`src/rtl/color_fade_sequencer.sv`:
```
// Palette fade sequencer: walks a palette, blending each entry into the next over
// 2^STEP_LOG2 frames and offering each blended pixel to an LED driver via valid/ready.
module color_fade_sequencer #(
   parameter int unsigned NUM_COLORS   = 5,
   parameter int unsigned STEP_LOG2    = 4,
   parameter int unsigned FRAME_CYCLES = 1000
) (
   input  logic                 clk,
   input  logic                 rst_n,
   input  logic                 enable,
   output logic [2:0]           color_addr,
   input  logic [23:0]          color_data,
   output logic [23:0]          pixel_data,
   output logic                 pixel_valid,
   input  logic                 pixel_ready,
   output logic [STEP_LOG2-1:0] step_idx,
   output logic [2:0]           cur_idx
);

   localparam int unsigned IDX_W    = 3;
   localparam int unsigned CH_W     = 8;
   localparam int unsigned PROD_W   = CH_W + STEP_LOG2 + 1;
   localparam int unsigned WAIT_LEN = (FRAME_CYCLES > 2) ? FRAME_CYCLES - 1 : 1;
   localparam int unsigned CNT_W    = (WAIT_LEN > 1) ? $clog2(WAIT_LEN) : 1;

   localparam logic [STEP_LOG2-1:0] STEP_LAST = '1;
   localparam logic [STEP_LOG2:0]   STEP_SIZE = {1'b1, {STEP_LOG2{1'b0}}};
   localparam logic [IDX_W-1:0]     IDX_LAST  = IDX_W'(NUM_COLORS - 1);
   localparam logic [CNT_W-1:0]     CNT_LAST  = CNT_W'(WAIT_LEN - 1);

   localparam logic [2:0] S_IDLE     = 3'd0;
   localparam logic [2:0] S_LOAD_CUR = 3'd1;
   localparam logic [2:0] S_LOAD_NXT = 3'd2;
   localparam logic [2:0] S_BLEND    = 3'd3;
   localparam logic [2:0] S_SEND     = 3'd4;
   localparam logic [2:0] S_WAIT     = 3'd5;

   logic [2:0]           state_q,       state_d;
   logic [IDX_W-1:0]     cur_idx_q,     cur_idx_d;
   logic [STEP_LOG2-1:0] step_idx_q,    step_idx_d;
   logic [CNT_W-1:0]     frame_cnt_q,   frame_cnt_d;
   logic [IDX_W-1:0]     color_addr_q,  color_addr_d;
   logic [23:0]          cur_color_q,   cur_color_d;
   logic [23:0]          nxt_color_q,   nxt_color_d;
   logic [23:0]          pixel_data_q,  pixel_data_d;
   logic                 pixel_valid_q, pixel_valid_d;

   logic [IDX_W-1:0]     nxt_idx;
   logic [23:0]          blend_px;

   // Weighted average of one channel; products are wide enough that S*255 never wraps.
   function automatic logic [CH_W-1:0] blend_ch(input logic [CH_W-1:0]      a,
                                                input logic [CH_W-1:0]      b,
                                                input logic [STEP_LOG2-1:0] k);
      logic [STEP_LOG2:0] w_cur;
      logic [PROD_W-1:0]  p_cur;
      logic [PROD_W-1:0]  p_nxt;
      logic [PROD_W-1:0]  sum;
      w_cur = STEP_SIZE - {1'b0, k};
      p_cur = PROD_W'(a) * PROD_W'(w_cur);
      p_nxt = PROD_W'(b) * PROD_W'(k);
      sum   = p_cur + p_nxt;
      return CH_W'(sum >> STEP_LOG2);
   endfunction

   always_comb begin
      nxt_idx  = (cur_idx_q == IDX_LAST) ? '0 : cur_idx_q + IDX_W'(1);
      blend_px = {blend_ch(cur_color_q[23:16], nxt_color_q[23:16], step_idx_q),
                  blend_ch(cur_color_q[15:8],  nxt_color_q[15:8],  step_idx_q),
                  blend_ch(cur_color_q[7:0],   nxt_color_q[7:0],   step_idx_q)};
   end

   // Next-state and datapath updates; color_addr is set one edge ahead so it is
   // already valid during the LOAD_CUR/LOAD_NXT cycle that captures color_data.
   always_comb begin
      state_d       = state_q;
      cur_idx_d     = cur_idx_q;
      step_idx_d    = step_idx_q;
      frame_cnt_d   = frame_cnt_q;
      color_addr_d  = color_addr_q;
      cur_color_d   = cur_color_q;
      nxt_color_d   = nxt_color_q;
      pixel_data_d  = pixel_data_q;
      pixel_valid_d = 1'b0;

      case (state_q)
         S_IDLE: begin
            if (enable) begin
               state_d      = S_LOAD_CUR;
               color_addr_d = cur_idx_q;
            end
         end
         S_LOAD_CUR: begin
            cur_color_d  = color_data;
            color_addr_d = nxt_idx;
            state_d      = S_LOAD_NXT;
         end
         S_LOAD_NXT: begin
            nxt_color_d = color_data;
            state_d     = S_BLEND;
         end
         S_BLEND: begin
            pixel_data_d = blend_px;
            state_d      = S_SEND;
         end
         S_SEND: begin
            if (pixel_ready) begin
               frame_cnt_d = '0;
               state_d     = S_WAIT;
            end
         end
         S_WAIT: begin
            if (frame_cnt_q == CNT_LAST) begin
               frame_cnt_d = '0;
               if (step_idx_q != STEP_LAST) begin
                  step_idx_d = step_idx_q + STEP_LOG2'(1);
                  state_d    = S_BLEND;
               end else begin
                  step_idx_d = '0;
                  cur_idx_d  = nxt_idx;
                  if (enable) begin
                     color_addr_d = nxt_idx;
                     state_d      = S_LOAD_CUR;
                  end else begin
                     state_d = S_IDLE;
                  end
               end
            end else begin
               frame_cnt_d = frame_cnt_q + CNT_W'(1);
            end
         end
         default: state_d = S_IDLE;
      endcase

      pixel_valid_d = (state_d == S_SEND);
   end

   always_ff @(posedge clk or negedge rst_n) begin
      if (!rst_n) begin
         state_q       <= S_IDLE;
         cur_idx_q     <= '0;
         step_idx_q    <= '0;
         frame_cnt_q   <= '0;
         color_addr_q  <= '0;
         cur_color_q   <= '0;
         nxt_color_q   <= '0;
         pixel_data_q  <= '0;
         pixel_valid_q <= 1'b0;
      end else begin
         state_q       <= state_d;
         cur_idx_q     <= cur_idx_d;
         step_idx_q    <= step_idx_d;
         frame_cnt_q   <= frame_cnt_d;
         color_addr_q  <= color_addr_d;
         cur_color_q   <= cur_color_d;
         nxt_color_q   <= nxt_color_d;
         pixel_data_q  <= pixel_data_d;
         pixel_valid_q <= pixel_valid_d;
      end
   end

   assign color_addr  = color_addr_q;
   assign pixel_data  = pixel_data_q;
   assign pixel_valid = pixel_valid_q;
   assign step_idx    = step_idx_q;
   assign cur_idx     = cur_idx_q;

endmodule
```
`config.mk`:
```
export PLATFORM = sky130hd
export DESIGN_NAME = color_fade_sequencer
export DESIGN_NICKNAME = d
export VERILOG_FILES = /design/src/rtl/color_fade_sequencer.sv
export SDC_FILE = /design/constraint.sdc
export NUM_CORES = 1
export LEC_CHECK = 0
export ABC_AREA = 1
export ABC_CLOCK_PERIOD_IN_PS = 7500
export BUFFER_PORTS_ARGS = -buffer_cell sky130_fd_sc_hd__buf_2
export CELL_PAD_IN_SITES_DETAIL_PLACEMENT = 0
export CELL_PAD_IN_SITES_GLOBAL_PLACEMENT = 1
export CORE_ASPECT_RATIO = 0.75
export CORE_MARGIN = 2
export CORE_UTILIZATION = 45
export DETAILED_ROUTE_END_ITERATION = 10
export GPL_ROUTABILITY_DRIVEN = 0
export PLACE_DENSITY = 0.9
export SYNTH_ARGS = -nofsm -noshare
export SYNTH_HDL_FRONTEND = slang
export SYNTH_SLANG_ARGS = --single-unit
```
`constraint.sdc`:
```
create_clock -name clk -period 7.5 [get_ports clk]
set_input_delay 0.375 -clock clk [delete_from_list [all_inputs] [get_ports clk]]
set_output_delay 0.375 -clock clk [all_outputs]
set_load 0.01 [all_outputs]
```
Yosys cells after proc, flatten, opt, wreduce, memory -nomap -nowiden
Cells that the tools add are included.
Widths: inputs -> output; s select.
Word-level totals
  register bits: 96
  bits in latches: 0
  memory bits (writable): 0
  bits in read-only memories: 0
  output and inout bits: 35
  memories kept: 0
Cells by class
  add/subtract/negate cells: 7
  $mul: 6
  div/mod/pow operators: 0
  magnitude comparators: 0
  eq/ne operators: 14
  shifts and indexed selects: 0
  mux-type cells: 16
  bitwise gates (word level): 1
  reduce and logical (&&, ||, !) cells: 7
Operators by type and width (count)
  $add 12x12->12: 3
  $mul 8x4->12: 3
  $mul 8x5->12: 3
  $mux 3: 8
  $mux 10: 2
  $pmux 10 s2: 1
  $pmux 3 s6: 1
  $eq 3x3->1 const B: 4
  $add 10x1->10 const B: 1
  $eq 10x10->1 const B: 1
  $ne 2x2->1 const B: 5
  $pmux 3 s3: 1
  $eq 3x2->1 const B: 2
  $reduce_and 5->1: 1
  $sub 5x4->5 const A: 1
  $add 4x1->4 const B: 1
  $mux 4: 1
  $ne 4x4->1 const B: 1
  $reduce_and 2->1: 2
  $add 3x1->3 const B: 1
  $eq 3x1->1 const B: 1
  $logic_not 3->1: 1
  $reduce_and 3->1: 1
  $reduce_bool 3->1: 1
  4 further kinds: 4

Logic depth before layout (Yosys ltp)
Gate-level depths: netlist (run 1).
  word-level depth: 6
  mapped depth: 27
  depth with buffers taken out: 25

Worst setup path before layout (run 1)
No wires, ideal clock.
  kind: register -> register
  from: register step_idx_q[0], in the netlist step_idx[0]
  to: register pixel_data_q[23], in the netlist pixel_data[23]
  library setup time: 0.117 ns
  data arrival time: 4.803 ns
  data required time: 7.383 ns
  setup slack: 2.580 ns
  stages on the path, launching flop included: 23
  period minus slack after synthesis: 4.920 ns
  path through: dfrtp_1 -> buf_2 -> inv_1 -> ha_1 -> xnor2_1 -> buf_2 -> nand2_1 -> fa_1 -> inv_1 -> fa_1 -> fa_1 -> inv_1 -> fa_1 -> inv_1 -> ha_1 -> a21oi_1 -> nand2_1 -> nand2_1 -> nand3_1 -> inv_1 -> nand2_1 -> nand3_1 -> nand2_1
On the way
  word-level cells in the longest chain between the ends: 3
  elaborated cells on any way between the ends: 4
RTL lines
  start: declaration: line 40  | logic [STEP_LOG2-1:0] step_idx_q, step_idx_d;
  start signal: assignment: line 152  | step_idx_q <= step_idx_d;
  $sub 5x4->5: line 59  | w_cur = STEP_SIZE - {1'b0, k};
  $mul 8x5->12: line 60  | p_cur = PROD_W'(a) * PROD_W'(w_cur);
  $add 12x12->12 (*): line 62  | sum = p_cur + p_nxt;
  end signal: assignment: line 157  | pixel_data_q <= pixel_data_d;
  end: declaration: line 45  | logic [23:0] pixel_data_q, pixel_data_d;
Every way passes the cells marked *; elsewhere a longest branch is shown, timed or not.
A chain may end at the register's enable or synchronous reset.

Worst setup path in the final report (run 1)
  from: register step_idx_q[2], in the netlist step_idx[2]
  to: register pixel_data_q[15], in the netlist pixel_data[15]
Same word-level chain as after synthesis.

==> results.md, run 1 <==
- In this run the core area contains 49 standard-cell rows.
- The number of global-route vias before repair is 8632.
- The clock latency at the later pin of the worst-skew pair is 370 ps.
- The dominant combinational cell family by area after synthesis is adder cells.
- The largest individual stage delay along the critical path comes from the cell dfrtp_1.
- 0 antenna diodes ended up in the layout.
- The critical path class is flop to flop.
- Of the available clock period, the critical path in the final layout requires 73.6%.
- The count of unique library cells instantiated by Yosys is 33.
- The mux contribution to synthesized area is 0%.
- Clock-pin slew was measured on the worst setup and hold paths at 80 ps.
- Internal power comes to 1.41 mW.
- The initial utilization of the core area, before any placement, comes to 45.6%.
- The total count of hold-check failures in the final report is 0.
- In this run the mean area of a mapped cell was 7.49 sq um.
- The sequential element share of the synthesized area is 22.1%.
- In the final layout, the share of cells above drive strength 1 is 6.58%.
- After Yosys synthesis, XOR and XNOR cells account for 1.95% of the synthesized area.
- Setup repair after global routing left no endpoint under its margin.
- The clock network burns 19.3% of the power.
- The wire length of the first global-routing pass is 42.2 mm.
- For this run, the slowest stage of the critical path takes 650 ps.
- Summed over all failing endpoints, the final setup total negative slack is 0 ps.
- Entering global routing, the biggest net connects 74 pins.
- Static timing analysis puts the maximum clock frequency at 181 MHz.
- The areal power density over the cells is 223 nW/um^2.
- The area growth from synthesis to layout is 8.62%.
- The count of TritonRoute iterations in the first routing pass is 7.
- In this run, the number of DRC markers left after iteration 0 of detailed routing was 494.
- The number of buffers created by CTS is 9.
- The global-route usage over all layers is 20.7%.
- The area used by sequential logic in the layout is 2400 sq um.
- TritonCTS built the clock tree.
- The count of port buffers added during placement is 62.
- The die covers 25400 sq um.
- Walking the worst path, the cells encountered are inv_1, nand2_1, nor2_1, inv_1, nor2_1, fa_1, fa_1, fa_1, inv_1, fa_1, inv_1, ha_1, a21oi_1, nand2_1, nand2_1, nand3_1, inv_1, nand2_1, nand3_1, nand2_1.
- The class of the tightest hold or removal check is input pin to flop.
- The library cell occupying the most area in the post-synthesis netlist is fa_1.
- The average vias per placed instance is 4.84.
- Measured along the y axis, the die boundary spans 139 microns.
- The root buffer selected by CTS is clkbuf_16.
- The static leakage is 7.00 nW.
- Data arrives at the worst endpoint at 5790 ps.
- Summing the areas of all compound-gate instances in the mapped netlist gives 5.39% of the synthesized area.
- The clock sink count is 96.
- The number of H-tree levels is 3.
- The flow ran to the end, and the final reports show no timing, DRC or antenna violations.
- The net count after synthesis is 1692.
- The routed layout has 8769 vias.
- Clock skew on the completed layout was measured at 8.39 ps.
- The worst register-to-register path begins at step_idx[2]$_DFFE_PN0P_.
- The net switching power of the design is 1.23 mW.
- The startpoint identified for the worst hold timing path is color_data[15].
- STA classifies the critical path endpoint as a flop.
- Counting flops and latches in the post-synthesis netlist gives 96.
- In the routed design, unresolved DRC markers number 0.
- The largest driver fanout on the critical path is 19.
- The initial antenna violation count is 0.
- The worst path needs 5520 ps of the cycle, external delays included.
- The source of the critical timing path is step_idx[2]$_DFFE_PN0P_.
- The post-CTS setup buffer count is 0.
- The transition time at the pin with the least slew margin is 1040 ps.
- The floorplan die width is 183 microns.
- The peak supply drop is 0.000138 V.
- The share of total power in sequential cells is 39.1%.
- The max-slew violation count was 0.
- The top cell type by area accounts for 26.0% of the synthesized area.
- The post-route standard cell area excluding fillers is 11800 sq um.
- The worst path required time is 7760 ps.
- The worst setup path is launched from a flop.
- The cell area that synthesis handed to floorplanning was 10900 sq um.
- By area the synthesized netlist is led by fa_1, dfrtp_1, nand2_1.
- The wire-length estimate of the detail-placed layout is 18.9 mm.
- The number of warnings printed during yosys synthesis is 0.
- The maximum number of buffers from clock root to sink is 2.
- The number of fill cells in the layout is 2316.
- In the final routed layout, each cell accounts on average for 13.3 microns.
- The total setup violations reported at the end of the flow is 0.
- The proportion of total power due to net switching is 46.6%.
- In this run the tightest slew margin relative to its limit is 30.7%.
- The number of violations of the max-capacitance limit is 0.
- After Yosys synthesis, full adders, half adders and majority gates account for 34.3% of the synthesized area.
- The cell area reported after detailed placement is 11500 sq um.
- The synthesized netlist devotes 20.5% of its cell area to simple gates.
- The area inside the core boundary is 23800 sq um.
- The total area of multi-input combinational cells is 6760 sq um.
- For this run, the post-layout net count is 1740.
- The leftover overflow at the end of global routing is 0.
- Of the total power, combinational logic draws 41.7%.
- The cell count after synthesis is 1451.
- The aggregate routed wire length is 24.1 mm.
- The residual antenna-violating net count after detailed routing is 0.
- The count of boundary I/O pins is 63.
repair_timing:
action / 4_1_cts / 5_1_grt
endpoints found under the hold margin: 23 / 0
hold buffers: 1 / 0
gates resized for setup: 0 / 0
per-stage QoR:
stage	util [%]	hold WS, ps	power [mW]	setup WS [ps]	instances
after global placement	48.1	306	2.11	2230	1793
after detailed placement	48.1	311	2.14	2010	1793
final	49.5	260	2.64	1980	1810
after CTS	49.5	261	2.66	1970	1810
after global routing	49.5	278	2.91	1570	1810
after floorplan	-	79.4	1.75	2580	1451
power by group through the flow:
stage,clock network (mW),registers [mW],logic (mW)
2_1_floorplan,0,0.962,0.790
3_3_place_gp,0,1.03,1.08
3_5_place_dp,0,1.03,1.11
4_1_cts,0.520,1.02,1.12
5_1_grt,0.536,1.07,1.30
6_report,0.508,1.03,1.10
kinds of logic (layout without fill, tap and decap cells):
logic type,Yosys count,in the layout
flip-flops,96,96
AND/OR/NAND/NOR,560,560
AO/OA/AOI/OAI,111,111
buffers and inverters,449,502
XOR/XNOR,22,22
adder cells (fa/ha/maj),213,213
metal layers:
| layer | wire length (microns) | GRT usage (%) | vias up | share of wire (%) |
|---|---|---|---|---|
| li1 | - | - | 4295 | - |
| met1 | 12000 | 31.4 | 4240 | 50 |
| met2 | 10400 | 31.2 | 209 | 43 |
| met3 | 1330 | 3.34 | 25 | 5.5 |
| met4 | 413 | 4.72 | 0 | 1.7 |
| met5 | 0 | 0 | - | 0 |
cells in the mapped netlist, drive strengths merged:
cell    count
a21oi      13
a31oi       6
buf        15
clkbuf     20
dfrtp      96
fa        141
ha         72
inv       414
nand2     422
nand3      46
nand3b      3
nand4       6
nor2       72
nor3        9
nor4        1
o21ai      80
o21bai      5
o22ai       6
o31ai       1
or2         1
xnor2      13
xor2        9
critical path: cells and delay by family, from the launching register on:
family                   cells  cell delay [ps]
AO/OA/AOI/OAI                1              300
buffers and inverters        5              850
flip-flops                   1              650
AND/OR/NAND/NOR              9             1360
adder cells (fa/ha/maj)      5             2250
path summary, 6_finish.rpt:
kind / to / slack (ps) / cells after the start
worst min register to register: pixel_data[5]$_DFFE_PN0N_ / 480 / 2
worst min-delay path: nxt_color_q[15]$_DFFE_PN0P_ / 260 / 3
worst max register to register: pixel_data[15]$_DFFE_PN0N_ / 1980 / 20
worst max-delay path: pixel_data[15]$_DFFE_PN0N_ / 1980 / 20
max in group asynchronous: pixel_data[2]$_DFFE_PN0N_ / 5790 / 3
min in group asynchronous: nxt_color_q[15]$_DFFE_PN0P_ / 430 / 2
registers in the layout, summed over array words and instances, names as in the netlist:
register	count
cur_color_q	24
nxt_color_q	24
pixel_data	24
frame_cnt_q	10
step_idx	4
color_addr	3
cur_idx	3
state_q	3
pixel_valid	1
cell type report:
class                      instances  area share (%)
tap                              306            3.24
multi-input combinational        906            57.3
clock buffer                       9            1.91
inverter                         414            13.2
sequential                        96            20.3
clock inverter                     7           0.763
timing repair buffer              72            3.31
cells in the final DEF (no fill, tap or decap), types with 2 or more instances in the layout:
cell,count
nor3_1,7
nor2_1,71
a21oi_1,13
dfrtp_1,96
inv_2,3
nand3_1,44
xnor2_1,13
nand4_1,6
o22ai_1,6
buf_2,61
o21ai_1,4
nand2_1,421
xor2_1,8
ha_1,72
clkinvlp_4,2
nor3_4,2
fa_1,141
inv_1,410
a31oi_1,6
clkbuf_16,9
o21bai_1,5
nand3_2,2
nand3b_1,3
o21ai_0,76
buf_4,10
Power figures use the tool's default switching activity.
==> run 2, diff against run 1 <==
--- a/config.mk
+++ b/config.mk
@@ -5,8 +5,8 @@
 export SDC_FILE = /design/constraint.sdc
 export NUM_CORES = 1
 export LEC_CHECK = 0
-export ABC_AREA = 1
-export ABC_CLOCK_PERIOD_IN_PS = 7500
+export ABC_AREA = 0
+export ABC_CLOCK_PERIOD_IN_PS = 5200
 export BUFFER_PORTS_ARGS = -buffer_cell sky130_fd_sc_hd__buf_2
 export CELL_PAD_IN_SITES_DETAIL_PLACEMENT = 0
 export CELL_PAD_IN_SITES_GLOBAL_PLACEMENT = 1
@@ -15,7 +15,7 @@
 export CORE_UTILIZATION = 45
 export DETAILED_ROUTE_END_ITERATION = 10
 export GPL_ROUTABILITY_DRIVEN = 0
-export PLACE_DENSITY = 0.9
+export PLACE_DENSITY = 0.87
 export SYNTH_ARGS = -nofsm -noshare
 export SYNTH_HDL_FRONTEND = slang
 export SYNTH_SLANG_ARGS = --single-unit
==> constraint.sdc (replaced) <==
create_clock -name clk -period 5.2 [get_ports clk]
set_input_delay 0.26 -clock clk [delete_from_list [all_inputs] [get_ports clk]]
set_output_delay 0.26 -clock clk [all_outputs]
set_load 0.01 [all_outputs]
==> run 2 against run 1 <==
  * Global-route usage down 0.67 points
  * Total power grew 51%
  * Synthesized area down 5.5%
  * Sequential share of layout area up 0.56 points
  * Highest routed layer unchanged
  * Combinational power up 44%
  * Via count shrank 17%
==> results.md, run 2 <==
- The aggregate routed wire length was 22.0 mm (-8.7%).
- The count of cells along the worst register-to-register path is 16 (-20%).
- The dominant combinational cell family by area after synthesis is adder cells.
- The global-route usage over all layers is 20.0% (-0.67 points).
- Traced cell by cell, the critical path runs through inv_1, ha_4, xnor2_2, nand2_1, fa_1, inv_1, fa_1, fa_1, fa_1, ha_1, a21o_1, a31o_2, a21o_1, a31o_2, xnor2_1, o21ai_0.
- The peak clock frequency supported by timing is 201 MHz (+11%).
- The clock tree from TritonCTS is done.
- The arrival time at the worst endpoint is 5200 ps (-590 ps).
- The mean post-synth cell area came to 9.57 sq um (+28%).
- The power consumption is 3.98 mW (+51%).
- Routed signal wires occupy layers up through met4.
- The count of unique library cells instantiated by Yosys is 54 (+64%).
- The transition time at the pin with the least slew margin is 724 ps (-315 ps).
- The count of state elements after synthesis came to 96 (unchanged).
- In this run the critical register-to-register path is captured at pixel_data[15]$_DFFE_PN0N_.
- The reg2reg setup slack is 240 ps (-1740 ps).
- The commonest non-fill, non-tap cell in the layout is inv_1.
- The area inside the core boundary is 22200 sq um (-6.8%).
- The cell area reported after detailed placement is 11000 sq um (-4.5%).
- The critical path class is flop to flop.
- The root buffer selected by CTS is clkbuf_16.
- The total count of hold-check failures in the final report is 0 (unchanged).
- The number of global-route vias before repair is 7702 (-11%).
- In the post-synthesis netlist, the biggest area contributors are fa_1, dfrtp_1, ha_1.
- The total setup violations reported at the end of the flow was 0 (unchanged).
- The mux contribution to synthesized area is 5.59% (+5.6 points).
- The predominant post-synthesis flop cell is dfrtp_1.
- The maximum number of buffers from clock root to sink is 2 (unchanged).
- In the layout the commonest cells are inv_1, nand2_1, fa_1.
- The count of boundary I/O pins is 63 (unchanged).
- The routed length per placed instance is 15.3 microns (+15%).
- The net count after synthesis is 1315 (-22%).
- The proportion of total power due to net switching was 39.6% (-6.9 points).
- On the critical path, the stage with the largest delay is an instance of fa_1.
- The number of warnings printed during yosys synthesis is 0 (unchanged).
- The DRC violation count after routing is 0 (unchanged).
- The number of buffers created by CTS is 9 (unchanged).
- In the synthesized netlist, the cells that appear most often are inv_1, nand2_1, fa_1, and2_1, dfrtp_1.
- The path length in cells of the critical path is 16 (-20%).
- The count of placed standard cells in the final layout, fillers left out was 1433 (-21%).
- The static leakage is 5.83 nW (-17%).
- The share of total power in sequential cells was 37.6% (-1.5 points).
- The placement row count is 47 (-4.1%).
- The maximum cell stage delay along the critical path is 570 ps (-80 ps).
- The count of routing violations after the opening detailed-route iteration is 441 (-11%).
- The cell class contributing the biggest share of worst-path delay is adder cells.
- The worst setup path is captured at a flop.
- The max-slew violation count is 0 (unchanged).
- The worst path required time came to 5430 ps (-2330 ps).
- In the post-synthesis netlist, the cell with the most instances is inv_1.
- The clock period minus final worst setup slack is 4960 ps (-558 ps).
- The critical register-to-register path startpoint is step_idx[1]$_DFFE_PN0P_.
- The simple-gate share of the synthesized area is 16.8% (-3.7 points).
- The share of flip-flops with an asynchronous set or reset after synthesis is 100% (unchanged).
- The height of the chip was 135 microns (-2.7%).
- The setup skew after layout is 5.45 ps (-2.94 ps).
- The routed metal-1 wire length came to 10.5 mm (-12%).
- The clock network fraction of total power is 22.7% (+3.4 points).
- The number of nets at the end of the flow is 1375 (-21%).
- The most prevalent standard cell on the critical path is fa_1.
- The number of violations of the max-capacitance limit is 0 (unchanged).
- The cell count after synthesis was 1074 (-26%).
- The critical path capture point is pixel_data[15]$_DFFE_PN0N_.
- The wire length of the first global-routing pass was 37.9 mm (-10%).
- The synthesized cell area is 10300 sq um (-5.5%).
- The initial antenna violation count is 0 (unchanged).
- The sequential element share of the synthesized area came to 23.4% (+1.3 points).
- The largest driver fanout on the critical path is 12 (-7).
- The share of the synthesized netlist area taken by xor and xnor gates is 3.07% (+1.1 points).
- The area growth from synthesis to final layout is 11.9%.
- The number of inserted diodes is 0 (unchanged).
- The buffer and inverter count on the worst path is 2 (-3).
- The number of H-tree levels is 3 (unchanged).
- Setup repair after global routing could not meet its margin everywhere.
- The average vias per placed instance is 5.10 (+5.3%).
- The maximum number of pins on one net before global-route repair is 52 (-30%).
- The areal power density over the cells is 346 nW/um^2 (+55%).
- The net switching power of the design is 1.58 mW (+28%).
- The worst relative slew slack came to 51.6% (+21 points).
- The peak supply drop is 0.000228 V (+65%).
- The total via count in the routed design is 7311 (-17%).
- The count of TritonRoute iterations in the first routing pass came to 5 (-2).
- The leftover overflow at the end of global routing is 0 (unchanged).
- The routed length on met2 is 10.2 mm (-1.8%).
- The synthesized-area fraction occupied by ao, oa, aoi and oai cells is 5.80% (+0.41 points).
- The clock latency at the later pin of the worst-skew pair was 360 ps (about the same).
- The min-delay analysis places its worst path in the category input pin to flop.
- The floorplan die width is 178 microns (-2.7%).
- The post-route standard cell area excluding fillers is 11500 sq um (-2.6%).
- The count of port buffers added during placement is 62 (unchanged).
- The biggest area contributor in the post-synthesis netlist is fa_1.
- The source of the critical timing path is step_idx[1]$_DFFE_PN0P_.
- The clock sink count is 96 (unchanged).
- The share of the synthesized area in the top cell type came to 27.5% (+1.5 points).
- The residual antenna-violating net count after detailed routing came to 0 (unchanged).
- The starting density of the core was 46.2% (+0.64 points).
- The HPWL after detailed placement was 16.5 mm (-13%).
- The flow ran to the end, and the final reports show no timing, DRC or antenna violations.
- The clock-pin slew of the registers on the worst-case setup and hold paths was 70 ps (about the same).
- The fraction of layout instances using a drive strength above 1 is 15.1% (+8.5 points).
- The kind of start point of the critical path is a flop.
- The part of the total power dissipated in combinational logic is 39.8% (-1.9 points).
- The number of synthesized flops with an enable pin is 0 (unchanged).
- The adder and majority cell fraction of the synthesized area is 36.2% (+2.0 points).
- The total die area is 24100 sq um (-5.4%).
- The final clock period utilization by the worst path is 95.5% (+22 points).
- The total instance count after detailed placement is 1413 (-21%).
- The internal power consumption was 2.40 mW (+71%).
- The met3 wire length is 1.01 mm (-24%).
[run 2: kinds of logic after synthesis]
group / after synthesis
and+or+nand+nor: 337
buffers and inverters: 245
adders and majority gates: 213
AOI/OAI and AO/OA: 96
DFF: 96
muxes: 51
xor gates and xnor gates: 36
[run 2: worst min-delay path by stage]
stage	startpoint	end	depth (start not counted)
after detailed placement	rst_n	pixel_data[15]$_DFFE_PN0N_	1
after global placement	rst_n	pixel_data[15]$_DFFE_PN0N_	1
final	pixel_ready	pixel_valid$_DFF_PN0_	2
after global routing	pixel_ready	pixel_valid$_DFF_PN0_	2
after floorplan	rst_n	color_addr[0]$_DFFE_PN0P_	0
after CTS	pixel_ready	pixel_valid$_DFF_PN0_	2
[run 2: layout make-up]
cell class                      count  area [sq um]
Sequential cell                    96          2400
Timing Repair Buffer               82           489
Clock buffer                       11           253
Inverter                          211           792
Multi-Input combinational cell    734          7040
Fill cell                        2078         10700
Tap cell                          294           368
Clock inverter                      5           150
[run 2: timing repair]
| item | CTS | global route |
|---|---|---|
| gates cloned | 0 | 2 |
| hold buffers | 1 | 0 |
| buffers inserted | 0 | 1 |
| endpoints found under the hold margin | 50 | 0 |
| gates resized for setup | 1 | 20 |
| endpoints found under the setup margin | 16 | 15 |
| pin swaps | 0 | 7 |
[run 2: per-stage QoR]
| step | utilization, % | hold WS, ps | setup slack [ps] | TNS [ps] |
|---|---|---|---|---|
| final | 51.7 | 103 | 236 | 0 |
| after global routing | 51.7 | 110 | -49.1 | -149 |
| after CTS | 51.2 | 96.9 | 21.0 | 0 |
| after detailed placement | 49.3 | 352 | -268 | -2180 |
| after global placement | 49.3 | 351 | -95.9 | -275 |
| after floorplan | - | -35.6 | 27.7 | 0 |
[run 2: layer usage]
layer | GRT usage (%) | vias to the layer above
met2 | 31.8 | 149
met4 | 5.24 | 0
met1 | 28.6 | 3723
li1 | - | 3416
met5 | 0 | -
met3 | 3.52 | 23
[run 2: power groups by stage]
stage                     Combinational (mW)  Sequential (mW)  Clock, mW
after global placement                  1.54             1.50          0
after CTS                               1.61             1.49      0.921
after global routing                    1.83             1.56      0.946
after detailed placement                1.59             1.50          0
after floorplan                         1.18             1.37          0
final                                   1.58             1.50      0.903
==> run 3, diff against run 2 <==
--- a/config.mk
+++ b/config.mk
@@ -6,7 +6,7 @@
 export NUM_CORES = 1
 export LEC_CHECK = 0
 export ABC_AREA = 0
-export ABC_CLOCK_PERIOD_IN_PS = 5200
+export ABC_CLOCK_PERIOD_IN_PS = 4450
 export BUFFER_PORTS_ARGS = -buffer_cell sky130_fd_sc_hd__buf_2
 export CELL_PAD_IN_SITES_DETAIL_PLACEMENT = 0
 export CELL_PAD_IN_SITES_GLOBAL_PLACEMENT = 1
@@ -15,7 +15,7 @@
 export CORE_UTILIZATION = 45
 export DETAILED_ROUTE_END_ITERATION = 10
 export GPL_ROUTABILITY_DRIVEN = 0
-export PLACE_DENSITY = 0.87
+export PLACE_DENSITY = 0.9
 export SYNTH_ARGS = -nofsm -noshare
 export SYNTH_HDL_FRONTEND = slang
 export SYNTH_SLANG_ARGS = --single-unit
==> constraint.sdc (replaced) <==
create_clock -name clk -period 4.45 [get_ports clk]
set_input_delay 0.2225 -clock clk [delete_from_list [all_inputs] [get_ports clk]]
set_output_delay 0.2225 -clock clk [all_outputs]
set_load 0.01 [all_outputs]
==> run 3 against run 2 <==
  * The run now ends with hold timing, setup timing left
  * Setup slack got worse by 490 ps
  * Global-route usage grew 0.16 points
  * Maximum frequency rose by 5.4%
  * Final cell count rose by 3.1%
  * Flip-flop and latch count stayed put
  * Total power increased by 18%
  * Critical endpoint is now pixel_data[7]$_DFFE_PN0N_
  * Largest power group unchanged
==> results.md, run 3 (synthesized netlist as in run 2, its figures left out) <==
- The flow ran to the end, but the final reports show violations.
- The worst setup slack after layout is -259 ps (-494 ps).
- The transition time at the pin with the least slew margin was 893 ps (+169 ps).
- The worst register-to-register path begins at step_idx[0]$_DFFE_PN0P_.
- The largest driver fanout on the critical path was 5 (-7).
- The area inside the core boundary is 22200 sq um (unchanged).
- The starting density of the core is 46.2% (unchanged).
- The path class of the tightest hold or removal check is input pin to async pin.
- The maximum number of buffers from clock root to sink came to 2 (unchanged).
- The number of violations of the max-capacitance limit came to 0 (unchanged).
- The final reports fail on hold timing, setup timing.
- The residual antenna-violating net count after detailed routing is 0 (unchanged).
- The number of buffers created by CTS is 9 (unchanged).
- The areal power density over the cells is 389 nW/um^2 (+12%).
- The total via count in the routed design is 7448 (+1.9%).
- The total count of hold-check failures in the final report is 12 (+12).
- The placement row count is 47 (unchanged).
- The post-cts hold buffer count is 0 (-1).
- The clock period minus final worst setup slack is 4710 ps (-256 ps).
- Setup repair after global routing could not meet its margin everywhere.
- The total instance count after detailed placement came to 1451 (+2.7%).
- The area used by sequential logic in the layout is 2410 sq um (+0.10%).
- The commonest non-fill, non-tap cell in the layout is inv_1.
- The area growth from synthesis to layout is 17.5%.
- The source of the critical timing path is step_idx[0]$_DFFE_PN0P_.
- The maximum number of pins on one net before global-route repair is 66 (+27%).
- The number of global-route vias before repair is 7680 (-0.29%).
- The wire length of the first global-routing pass is 38.3 mm (+0.93%).
- The count of port buffers added during placement is 62 (unchanged).
- The routed length per placed instance was 15.1 microns (-1.5%).
- The leftover overflow at the end of global routing is 0 (unchanged).
- The clock tree from TritonCTS is done.
- The peak supply drop is 0.000227 V (about the same).
- The critical path class is flop to flop.
- In this run the worst setup path terminates at pixel_data[7]$_DFFE_PN0N_.
- The total area of multi-input combinational cells is 7350 sq um (+4.3%).
- The cell area reported after detailed placement is 11400 sq um (+4.4%).
- The fraction of layout instances using a drive strength above 1 is 23.2% (+8.1 points).
- The global-route usage over all layers was 20.2% (+0.16 points).
- The worst relative slew slack was 40.5% (-11 points).
- The kind of start point of the critical path is a flop.
- The number of fill cells in the layout was 2033 (-2.2%).
- The average vias per placed instance is 5.04 (-1.2%).
- The final clock period utilization by the worst path is 106% (+10 points).
- The worst path required time is 4670 ps (-760 ps).
- The count of TritonRoute iterations in the first routing pass is 5 (unchanged).
- The clock latency at the later pin of the worst-skew pair is 360 ps (about the same).
- The count of boundary I/O pins came to 63 (unchanged).
- The setup skew after layout came to 9.87 ps (+4.42 ps).
- The peak clock frequency supported by timing came to 212 MHz (+5.4%).
- The number of nets at the end of the flow was 1420 (+3.3%).
- The clock-pin slew of the registers on the worst-case setup and hold paths is 70 ps (about the same).
- The count of placed standard cells in the final layout, fillers left out came to 1478 (+3.1%).
- The final-layout worst hold slack is -39.2 ps (-143 ps).
- The count of cells along the worst register-to-register path is 20 (+4).
- The total setup violations reported at the end of the flow is 16 (+16).
- The worst slack at placement is -295 ps (-27.0 ps).
- The number of inserted diodes is 0 (unchanged).
- STA classifies the critical path endpoint as a flop.
- The number of H-tree levels is 3 (unchanged).
- The aggregate routed wire length was 22.3 mm (+1.6%).
- The floorplan die width came to 178 microns (unchanged).
- The count of routing violations after the opening detailed-route iteration came to 343 (-22%).
- The max-slew violation count is 0 (unchanged).
- The post-route standard cell area excluding fillers is 12100 sq um (+5.1%).
- The arrival time at the worst endpoint is 4930 ps (-270 ps).
- The reg2reg setup slack came to -260 ps (-490 ps).
- The DRC violation count after routing came to 0 (unchanged).
- In the layout the commonest cells are inv_1, nand2_1, fa_1.
- The root buffer selected by CTS is clkbuf_16.
- The height of the chip came to 135 microns (unchanged).
- The initial antenna violation count is 0 (unchanged).
- The post-route core utilization is 54.3% (+2.6 points).
- The static leakage came to 6.03 nW (+3.3%).
- The clock sink count is 96 (unchanged).
- The HPWL after detailed placement was 17.1 mm (+3.7%).
- The setup total negative slack is -2550 ps (-2550 ps).
- The power consumption is 4.70 mW (+18%).
- The reg-to-reg endpoint is pixel_data[7]$_DFFE_PN0N_.
- The total die area is 24100 sq um (unchanged).
## run 3: changes by cell type in the layout (fill, tap and decap cells not counted), sizes merged
| cell | delta |
|---|---|
| dlygate4sd3 | -1 |
| xnor2 | -1 |
| clkinv | +2 |
| buf | +47 |
| bufinv | -4 |
| clkinvlp | +2 |
## run 3: power by group
part	internal, mW	leakage [nW]	switching [mW]
combinational	1.04	4.71	1.09
clock	0.465	0.148	0.357
sequential	1.25	1.17	0.488
## run 3: metal layers
metal	global-route usage [%]	wire length [microns]
met3	3.13	934
met1	29.4	10800
met2	32.1	10300
met5	0	0
met4	4.29	320
## run 3: repair_timing
| item | 4_1_cts | 5_1_grt |
|---|---|---|
| setup buffers | 7 | 4 |
| cloned | 1 | 0 |
| gates resized for setup | 17 | 44 |
| pin swaps | 13 | 40 |
| setup endpoints to repair | 18 | 21 |
## run 3: area by class of cell
type	count	area share [%]
Sequential cell	96	19.9
Multi-Input combinational cell	733	60.8
Inverter	211	6.58
Tap cell	294	3.05
Clock inverter	5	0.456
Clock buffer	11	2.09
Timing Repair Buffer	128	7.08
## run 3: how the worst min path moves through the flow
stage | start | end | slack [ps]
4_1_cts | rst_n | pixel_data[14]$_DFFE_PN0N_ | 10
3_3_place_gp | rst_n | pixel_data[14]$_DFFE_PN0N_ | 380
6_report | rst_n | pixel_data[14]$_DFFE_PN0N_ | -40
2_1_floorplan | rst_n | color_addr[0]$_DFFE_PN0P_ | -70
3_5_place_dp | rst_n | pixel_data[14]$_DFFE_PN0N_ | 400
5_1_grt | rst_n | pixel_data[15]$_DFFE_PN0N_ | 50
## run 3: critical path, stage by stage (launching register included)
cell and delay [ps]:
dfrtp_2 450, inv_4 80, ha_4 160, nor3b_4 220, buf_6 140, buf_12 120
nand2_1 90, fa_1 530, inv_1 70, fa_2 470, fa_1 490, inv_1 50
fa_1 470, inv_1 40, ha_1 290, nand2_1 90, o21ai_2 60, or3_1 380
o22ai_2 120, xnor2_1 150, o21ai_1 70
